**config.mk**
```make
export PLATFORM = sky130hd
export DESIGN_NAME = hilo_unit
export DESIGN_NICKNAME = d
export VERILOG_FILES = /design/src/rtl/hilo_pkg.sv /design/src/rtl/hilo_mul_core.sv /design/src/rtl/hilo_unit.sv
export SDC_FILE = /design/constraint.sdc
export NUM_CORES = 1
export LEC_CHECK = 0
export BUFFER_PORTS_ARGS = -buffer_cell sky130_fd_sc_hd__buf_2
export CORE_ASPECT_RATIO = 1.5
export CORE_MARGIN = 2
export CORE_UTILIZATION = 58
export DETAILED_ROUTE_END_ITERATION = 12
export MAX_ROUTING_LAYER = met4
export PLACE_DENSITY = 0.79
export SLEW_MARGIN = 5
export SYNTH_ARGS = -nofsm -noshare
export SYNTH_HDL_FRONTEND = slang
export SYNTH_SLANG_ARGS = --single-unit
```
**constraint.sdc**
```tcl
create_clock -name Clk -period 5.95 [get_ports Clk]
set_clock_uncertainty 0.1 [all_clocks]
set_input_delay 0.595 -clock Clk [delete_from_list [all_inputs] [get_ports Clk]]
set_output_delay 0.595 -clock Clk [all_outputs]
set_load 0.05 [all_outputs]
```
**src/rtl/hilo_pkg.sv**
```systemverilog
// Shared types for the HI/LO unit: FSM states, internal op kinds and default width.
package hilo_pkg;

  localparam int unsigned HILO_DATA_WIDTH = 32;

  typedef enum logic [1:0] {
    ST_IDLE,
    ST_MUL,
    ST_FIN
  } state_e;

  typedef enum logic [2:0] {
    OP_NONE,
    OP_MULT,
    OP_MULTU,
    OP_MADD,
    OP_MSUB,
    OP_MTHI,
    OP_MTLO
  } op_e;

  // Decoder controls to op kind; Madd/Msub outrank the HI/LO write enables.
  function automatic op_e hilo_decode(input logic valid,
                                      input logic madd,
                                      input logic msub,
                                      input logic hiwrite,
                                      input logic lowrite,
                                      input logic uns);
    op_e op;
    op = OP_NONE;
    if (valid) begin
      if (madd)                    op = OP_MADD;
      else if (msub)               op = OP_MSUB;
      else if (hiwrite && lowrite) op = uns ? OP_MULTU : OP_MULT;
      else if (hiwrite)            op = OP_MTHI;
      else if (lowrite)            op = OP_MTLO;
    end
    return op;
  endfunction

  function automatic logic is_mul_op(input op_e op);
    return (op == OP_MULT) || (op == OP_MULTU) || (op == OP_MADD) || (op == OP_MSUB);
  endfunction

endpackage

```
**src/rtl/hilo_mul_core.sv**
```systemverilog
// Unsigned iterative shift-add multiplier: one partial product per clock, W iterations.
module hilo_mul_core
  import hilo_pkg::*;
#(
  parameter int unsigned W = HILO_DATA_WIDTH
) (
  input  logic           clk,
  input  logic           reset,
  input  logic           start,
  input  logic [W-1:0]   mag_a,
  input  logic [W-1:0]   mag_b,
  output logic [2*W-1:0] prod,
  output logic           done
);

  localparam int unsigned CW = $clog2(W) + 1;

  logic [2*W-1:0] a_sh;
  logic [W-1:0]   b_sh;
  logic [CW-1:0]  cnt;
  logic           run;

  // High during the edge that performs the final iteration.
  assign done = run && (cnt == CW'(W - 1));

  always_ff @(posedge clk) begin
    if (reset) begin
      a_sh <= '0;
      b_sh <= '0;
      prod <= '0;
      cnt  <= '0;
      run  <= 1'b0;
    end else if (start) begin
      a_sh <= {{W{1'b0}}, mag_a};
      b_sh <= mag_b;
      prod <= '0;
      cnt  <= '0;
      run  <= 1'b1;
    end else if (run) begin
      if (b_sh[0]) prod <= prod + a_sh;
      a_sh <= a_sh << 1;
      b_sh <= b_sh >> 1;
      cnt  <= cnt + 1'b1;
      if (done) run <= 1'b0;
    end
  end

endmodule

```
**src/rtl/hilo_unit.sv**
```systemverilog
// HI/LO register pair with multi-cycle mult/multu/madd/msub and single-cycle mthi/mtlo.
module hilo_unit
  import hilo_pkg::*;
#(
  parameter int unsigned DATA_WIDTH = HILO_DATA_WIDTH
) (
  input  logic                  Clk,
  input  logic                  Reset,
  input  logic                  Valid,
  input  logic                  HiWrite,
  input  logic                  LoWrite,
  input  logic                  Madd,
  input  logic                  Msub,
  input  logic                  Unsigned,
  input  logic                  ReadReq,
  input  logic                  HiOrLo,
  input  logic [DATA_WIDTH-1:0] RsData,
  input  logic [DATA_WIDTH-1:0] RtData,
  output logic [DATA_WIDTH-1:0] ReadData,
  output logic                  Busy,
  output logic                  Stall,
  output logic                  Done
);

  localparam int unsigned W = DATA_WIDTH;

  state_e          state;
  op_e             op;
  op_e             op_q;
  logic            neg_q;
  logic [W-1:0]    hi;
  logic [W-1:0]    lo;
  logic            signed_op;
  logic            start;
  logic [W-1:0]    mag_a;
  logic [W-1:0]    mag_b;
  logic [2*W-1:0]  prod;
  logic            core_done;
  logic [2*W-1:0]  prod_s;
  logic [2*W-1:0]  result;

  assign op        = hilo_decode(Valid, Madd, Msub, HiWrite, LoWrite, Unsigned);
  assign signed_op = (op != OP_MULTU);
  assign start     = (state == ST_IDLE) && is_mul_op(op);

  // Two's-complement negate also yields the right magnitude for the most negative value.
  always_comb begin
    mag_a = RsData;
    mag_b = RtData;
    if (signed_op && RsData[W-1]) mag_a = -RsData;
    if (signed_op && RtData[W-1]) mag_b = -RtData;
  end

  hilo_mul_core #(.W(W)) u_core (
    .clk   (Clk),
    .reset (Reset),
    .start (start),
    .mag_a (mag_a),
    .mag_b (mag_b),
    .prod  (prod),
    .done  (core_done)
  );

  always_comb begin
    prod_s = neg_q ? -prod : prod;
    case (op_q)
      OP_MADD: result = {hi, lo} + prod_s;
      OP_MSUB: result = {hi, lo} - prod_s;
      default: result = prod_s;
    endcase
  end

  always_ff @(posedge Clk) begin
    if (Reset) begin
      state <= ST_IDLE;
      op_q  <= OP_NONE;
      neg_q <= 1'b0;
      hi    <= '0;
      lo    <= '0;
      Done  <= 1'b0;
    end else begin
      Done <= 1'b0;
      case (state)
        ST_IDLE: begin
          if (op == OP_MTHI) hi <= RsData;
          if (op == OP_MTLO) lo <= RsData;
          if (start) begin
            op_q  <= op;
            neg_q <= signed_op && (RsData[W-1] ^ RtData[W-1]);
            state <= ST_MUL;
          end
        end
        ST_MUL: begin
          if (core_done) state <= ST_FIN;
        end
        ST_FIN: begin
          {hi, lo} <= result;
          Done     <= 1'b1;
          state    <= ST_IDLE;
        end
        default: state <= ST_IDLE;
      endcase
    end
  end

  assign Busy     = (state != ST_IDLE);
  assign Stall    = Busy && Valid && (HiWrite || LoWrite || Madd || Msub || ReadReq);
  assign ReadData = HiOrLo ? hi : lo;

endmodule
```
==> flow_summary.yaml, run 1 <==
status:
  status: "finished, violations left"
  violations: "negative setup slack"
synth:
  synth_top_family_by_area: "compound AO/OA/AOI/OAI gates"
  ys_types: 82
  synth-seq-cells: 238
  synth_mux_area_frac: 0.0765
  postSynthCellCount: 2931
  postSynth.topFlopCell: "dfxtp_1"
  synth_compound_area_frac: 0.272
  yosys.area_share.simple: 0.196
  synth_fa_ha_area_frac: 0.0776
  synth_edf_count: 0
  syn_avg_cell_area_um2: 7.55
  synth_async_sr_flop_share: 0
  syn-num-nets: 3141
  synth_warnings: 0
  ys_seq_area_frac: 0.215
  synth_xor_area_frac: 0.120
  syn_area_um2: 22100
power_and_ir_drop:
  sequentialPowerShare: 0.204
  cellInternalPower_mw: 5.04
  pwr-share-comb: 0.596
  p_leak_nw: 12.0
  p_sw_mw: 3.73
  p_clk_frac: 0.200
  swShare: 0.425
  ir_worst_vdd_mv: 0.304
  powerDensity_nw_per_um2: 326
  finalPower_mw: 8.77
die:
  core_area_um2: 37700
  die_y_um: 243
  die_area_um2: 39800
  die_x_um: 163
  pin_count: 109
  initial_core_util: 0.588
  rows: 87
detailed_routing:
  firstDrtPassIters: 6
  wirelength_um: 86400
  wl_per_cell_um: 23.0
  via_count: 24499
  drc: 0
  ant_nets: 0
  dr.first_iter.drc_count: 2291
  routed_via_density: 6.52
cts:
  cts.sinks: 238
  root_buffer: "clkbuf_16"
  htreeDepth: 1
  cts_hold_buf: 0
  clk_pin_slew_ns: 0.07
  clk_latency_ns: 0.57
  cts_tree: "done"
  cts_buffers: 27
  clk_path_buf_depth: 3
critical_path:
  critical_path_arrival_ns: 6.54
  critPathLaunchType: "register"
  cpPeakStageDelay_ns: 0.58
  crit_fanout: 5
  crit_chain: "or4_4 -> or4_4 -> or4_4 -> mux2i_1 -> o31a_2 -> or4b_4 -> nor3_1 -> a21oi_1 -> xor2_1 -> ha_1 -> a21o_1 -> nor3_1 -> a31o_2 -> o221ai_2 -> o31ai_4 -> o31ai_2 -> o31a_1 -> buf_4 -> a31oi_4 -> xor2_1 -> o22ai_1"
  cpMostUsedCell: "or4_4"
  end_kind: "register"
  crit_type: "reg2reg"
  worst_ep_required_time_ns: 6.27
  cpMaxStageDelayCell: "or4_4"
timing:
  finalSetupViolCount: 6
  relSlewSlack: 0.226
  layout_setup_ws_ns: -0.265
  whs_ns: 0.280
  hold_violations: 0
  rsz0062_at_grt: "yes"
  finalMaxSlewViolations: 0
  min_period_ns: 6.21
  fin_tns_setup_ns: -0.818
  tightest_slew_ns: 1.16
  fmax_mhz: 161
  fin_crit_sh: 1.04
global_routing:
  grt_pass1_vias: 23586
  grt_usage: 0.432
  antenna_found_initial: 7
  grt_pass1_wl_um: 130000
  grt_start_max_net_pins: 116
  overflow: 0
finish:
  fin_nets: 3456
  area_delta_synth_final_pct: 21.7
  drive_above_1_share: 0.218
placed_design:
  gp_congestion: 1.05
  pre_cts_ws_ns: -0.296
  dpl.hpwl_um: 65300
  port_buffers: 108
job:
  maxCapViolations: 0
hold_path:
  hold_class: "in2reg"
kinds of logic (layout without fill, tap and decap cells):
| logic type | Yosys count | in the layout |
|---|---|---|
| AO/OA/AOI/OAI | 924 | 924 |
| XOR/XNOR | 304 | 304 |
| adder cells (fa/ha/maj) | 136 | 136 |
| buffers and inverters | 248 | 582 |
| flip-flops | 238 | 238 |
| multiplexers | 165 | 165 |
| other | 0 | 5 |
| AND/OR/NAND/NOR | 916 | 916 |
layer usage:
| layer | up-vias | track usage | part of all wire |
|---|---|---|---|
| li1 | 11357 | - | - |
| met1 | 11504 | 0.475 | 0.36 |
| met2 | 1258 | 0.703 | 0.47 |
| met3 | 380 | 0.0637 | 0.078 |
| met4 | 0 | 0.317 | 0.085 |
| met5 | - | - | 0 |
final timing paths:
path,startpoint,end,slack [ns],depth (start not counted)
worst max-delay path,u_core.prod[13]$_SDFFE_PP0P_,hi[29]$_SDFFE_PP0P_,-0.26,21
worst min-delay path,RtData[0],u_core.b_sh[0]$_SDFFE_PP0P_,0.28,3
worst max register to register,u_core.prod[13]$_SDFFE_PP0P_,hi[29]$_SDFFE_PP0P_,-0.26,21
worst min register to register,op_q[0]$_SDFFE_PP0P_,op_q[0]$_SDFFE_PP0P_,0.38,2
layout make-up:
cell class	count	area (µm²)
Antenna cell	5	12.5
Clock buffer	36	719
Clock inverter	12	174
Fill cell	3011	10700
Inverter	59	221
Multi-Input combinational cell	2445	17100
Sequential cell	238	4770
Tap cell	489	612
Timing Repair Buffer	475	3310
what timing repair did:
item                       in CTS  in global routing
pin swaps                      15                 42
gates resized for setup        37                 92
buffers inserted                4                 19
setup endpoints to repair      24                 33
per-stage QoR:
step                instances  cell area, µm²  utilization
floorplan                2931           22300            -
global placement         3683           25300        0.672
detailed placement       3683           25300        0.672
CTS                      3735           26400        0.700
global route             3759           26900        0.715
finish                   3759           26900        0.715
cell usage in the layout (no fill, tap or decap), types with 10 or more instances in the layout:
master and count:
and2_1 14, a221oi_1 10, o41ai_1 18, buf_2 107, nor2b_1 21, a31oi_1 35
inv_1 57, or3_1 27, clkbuf_16 27, nand2_1 237, dfxtp_1 232, o21ai_1 16
a21oi_2 19, ha_1 127, o211ai_1 26, buf_4 366, nor2_1 310, nand2b_1 15
nor4_1 21, a211oi_1 143, xnor2_1 158, a21o_1 84, or2_2 19, nor3_1 48
mux2_2 34, nand4_1 34, o21bai_1 31, nand3_1 57, or4_1 19, o21ai_0 124
xor2_1 143, a21oi_1 249, and3_1 14, o21a_1 16, o31ai_1 41, mux2i_1 131
power groups by stage:
stage / sequential, mW / clock (mW) / combinational, mW
final: 1.79 / 1.75 / 5.23
after CTS: 1.79 / 1.76 / 4.83
after floorplan: 1.76 / 0 / 2.94
after global routing: 1.80 / 1.83 / 5.60
after global placement: 1.81 / 0 / 4.65
after detailed placement: 1.82 / 0 / 4.71
critical path, delay by kind of cell, from the launching register on:
family / cells / cell delay [ns]
fa+ha+maj: 1 / 0.30
mux: 1 / 0.16
compound gates: 10 / 1.94
xor+xnor: 2 / 0.32
flops: 1 / 0.32
simple gates: 6 / 2.76
buf+inv: 1 / 0.17
Yosys cell counts, drive strengths merged (9+ instances only):
master  count  share of area
o21ai     146          0.033
nand3      59          0.013
o41ai      23         0.0094
inv        59          0.010
and2       18         0.0051
nand4      34         0.0096
or4        24         0.0086
xor2      145          0.057
or3        33         0.0093
ha        134          0.076
or2        22         0.0062
a21o       84          0.028
nor4       27         0.0076
nand3b      9         0.0031
dfxtp     238           0.22
nor2b      22         0.0062
a221oi     11         0.0044
o211ai     26         0.0088
a31oi      37          0.010
nor3       55          0.012
a21oi     271          0.061
nand2     242          0.041
nand2b     17         0.0048
buf        27         0.0054
clkbuf    162          0.027
and3       16         0.0045
nor2      314          0.053
o21a       16         0.0054
mux2       34          0.017
a211oi    148          0.050
o21bai     33          0.011
xnor2     159          0.063
mux2i     131          0.059
o31ai      51          0.018
registers in the layout (all words and copies together), names as in the netlist, 2 cells and up:
| signal | count |
|---|---|
| u_core.a_sh | 64 |
| u_core.prod | 64 |
| hi | 32 |
| lo | 32 |
| u_core.b_sh | 32 |
| u_core.cnt | 6 |
| op_q | 3 |
| state | 2 |
Note: power is estimated with default switching activity, not from simulation.
==> run 2, diff against run 1 <==
--- a/config.mk
+++ b/config.mk
@@ -12,7 +12,8 @@
 export DETAILED_ROUTE_END_ITERATION = 12
 export MAX_ROUTING_LAYER = met4
 export PLACE_DENSITY = 0.79
-export SLEW_MARGIN = 5
+export SLEW_MARGIN = 15
 export SYNTH_ARGS = -nofsm -noshare
 export SYNTH_HDL_FRONTEND = slang
 export SYNTH_SLANG_ARGS = --single-unit
+export TNS_END_PERCENT = 30
==> flow_summary.yaml, run 2 (synthesis gave the netlist of run 1 again) <==
critical_path:
  cpMostUsedCell: "or4_4"
  critical_path_arrival_ns: 6.48
  crit_chain: "or4_4 -> or4_4 -> or4_4 -> mux2i_1 -> o31a_2 -> or4b_4 -> nor2_4 -> nor2_1 -> xor2_1 -> ha_1 -> a211oi_2 -> nor2_1 -> o21ai_1 -> buf_4 -> a31o_2 -> o221ai_2 -> o31ai_4 -> o31ai_2 -> o31a_1 -> buf_4 -> a31oi_4 -> xor2_1 -> o22ai_1"
  critPathLaunchType: "register"
  path_depth: 23
  crit_type: "reg2reg"
  rr_worst_depth: 23
  reg2reg_slack_ns: -0.21
  crit_fanout: 5
  end_kind: "register"
  cpPeakStageDelay_ns: 0.58
  crit_family: "simple AND/OR/NAND/NOR gates"
  path_buf_inv: 2
  worst_ep_required_time_ns: 6.27
  cpMaxStageDelayCell: "or4_4"
power_and_ir_drop:
  swShare: 0.424
  ir_worst_vdd_mv: 0.278
  p_leak_nw: 12.0
  p_sw_mw: 3.70
  pwr-share-comb: 0.593
  sequentialPowerShare: 0.205
  cellInternalPower_mw: 5.02
  p_clk_frac: 0.201
  powerDensity_nw_per_um2: 325
cts:
  clk_path_buf_depth: 3
  clk_pin_slew_ns: 0.07
  htreeDepth: 1
  cts_buffers: 27
  clk_latency_ns: 0.57
  root_buffer: "clkbuf_16"
  cts.sinks: 238
  cts_tree: "done"
timing:
  layout_setup_ws_ns: -0.211
  hold_violations: 0
  min_period_ns: 6.16
  tightest_slew_ns: 1.18
  fin_crit_sh: 1.04
  fin_tns_setup_ns: -0.669
  fmax_mhz: 162
  finalSetupViolCount: 6
  rsz0062_at_grt: "yes"
  finalMaxSlewViolations: 0
  relSlewSlack: 0.211
finish:
  area_delta_synth_final_pct: 21.2
  fin_nets: 3450
  finalCoreUtilization: 0.712
  stdcell_count: 3755
  drive_above_1_share: 0.214
  most-common-layout-cells: "buf_4, nor2_1, a21oi_1, nand2_1, dfxtp_1"
  mostFrequentLayoutCell: "buf_4"
  reg.largest.list: "u_core.a_sh x64, u_core.prod x64"
  nFillCells: 3027
job:
  maxCapViolations: 0
global_routing:
  antenna_found_initial: 7
  grt_pass1_wl_um: 130000
  overflow: 0
  grt_start_max_net_pins: 116
  grt_pass1_vias: 23586
  grt_usage: 0.432
placed_design:
  port_buffers: 108
  dpl.hpwl_um: 65300
  pre_cts_ws_ns: -0.296
  place_inst: 3683
  gp_congestion: 1.05
hold_path:
  hold_depth: 3
  hold_class: "in2reg"
detailed_routing:
  routed_via_density: 6.53
  ant_nets: 0
  firstDrtPassIters: 6
  dr.first_iter.drc_count: 2180
  wirelength_um: 86600
  via_count: 24516
  drc: 0
  wl_per_cell_um: 23.1
die:
  die_area_um2: 39800
  initial_core_util: 0.588
  die_x_um: 163
  pin_count: 109
  die_y_um: 243
  rows: 87
  core_area_um2: 37700
status:
  violations: "negative setup slack"
  status: "finished, violations left"
==> run 2: changes by cell type in the layout (fill, tap and decap cells not counted), sizes merged <==
cell / delta
buf: -6
diode: +2
==> run 2: final cells by class <==
| class | count | area [µm²] | share of cell area |
|---|---|---|---|
| Multi-Input combinational cell | 2445 | 17000 | 0.635 |
| Sequential cell | 238 | 4770 | 0.178 |
| Timing Repair Buffer | 469 | 3260 | 0.122 |
| Clock buffer | 36 | 719 | 0.0268 |
| Tap cell | 489 | 612 | 0.0228 |
| Inverter | 59 | 221 | 0.00825 |
| Clock inverter | 12 | 174 | 0.00648 |
| Antenna cell | 7 | 17.5 | 0.000653 |
==> run 2: power by group through the flow <==
stage / Clock (mW) / Sequential (mW) / Combinational [mW]
after floorplan: 0 / 1.76 / 2.94
after global placement: 0 / 1.81 / 4.65
after detailed placement: 0 / 1.82 / 4.71
after CTS: 1.76 / 1.79 / 4.83
after global routing: 1.83 / 1.80 / 5.54
final: 1.76 / 1.79 / 5.18
==> run 2: what timing repair did <==
| action | in CTS | in global routing |
|---|---|---|
| resized for setup | 37 | 80 |
| hold buffers | 0 | 0 |
| buffers inserted | 4 | 13 |
| pin swaps | 15 | 37 |
| setup endpoints to repair | 24 | 33 |
==> run 2: worst paths after layout <==
check | end | start
setup / recovery | hi[29]$_SDFFE_PP0P_ | u_core.prod[13]$_SDFFE_PP0P_
hold / removal | u_core.b_sh[0]$_SDFFE_PP0P_ | RtData[0]
hold reg to reg | op_q[0]$_SDFFE_PP0P_ | op_q[0]$_SDFFE_PP0P_
setup reg to reg | hi[29]$_SDFFE_PP0P_ | u_core.prod[13]$_SDFFE_PP0P_
==> run 2: worst reg2reg max path, cell delays in order, from the launching register on <==
cell	delay (ns)
dfxtp_2	0.32
or4_4	0.56
or4_4	0.58
or4_4	0.53
mux2i_1	0.16
o31a_2	0.16
or4b_4	0.56
nor2_4	0.16
nor2_1	0.06
xor2_1	0.16
ha_1	0.34
a211oi_2	0.23
nor2_1	0.09
o21ai_1	0.18
buf_4	0.14
a31o_2	0.18
o221ai_2	0.15
o31ai_4	0.34
o31ai_2	0.11
o31a_1	0.31
buf_4	0.17
a31oi_4	0.17
xor2_1	0.16
o22ai_1	0.10
==> run 2: layer usage <==
metal  track usage  wire (µm)  vias up  part of all wire
li1              -          -    11368                 -
met1         0.475      31600    11557              0.37
met4         0.317       7340        0             0.085
met3        0.0637       6580      383             0.076
met5             -          0        -                 0
met2         0.703      41000     1208              0.47
==> run 2: per-stage QoR <==
| step | area (µm²) | power [mW] | hold slack, ns |
|---|---|---|---|
| floorplan | 22300 | 4.70 | 0.346 |
| global placement | 25300 | 6.47 | 0.365 |
| detailed placement | 25300 | 6.53 | 0.371 |
| CTS | 26400 | 8.38 | 0.267 |
| global route | 26800 | 9.16 | 0.282 |
| finish | 26800 | 8.72 | 0.278 |
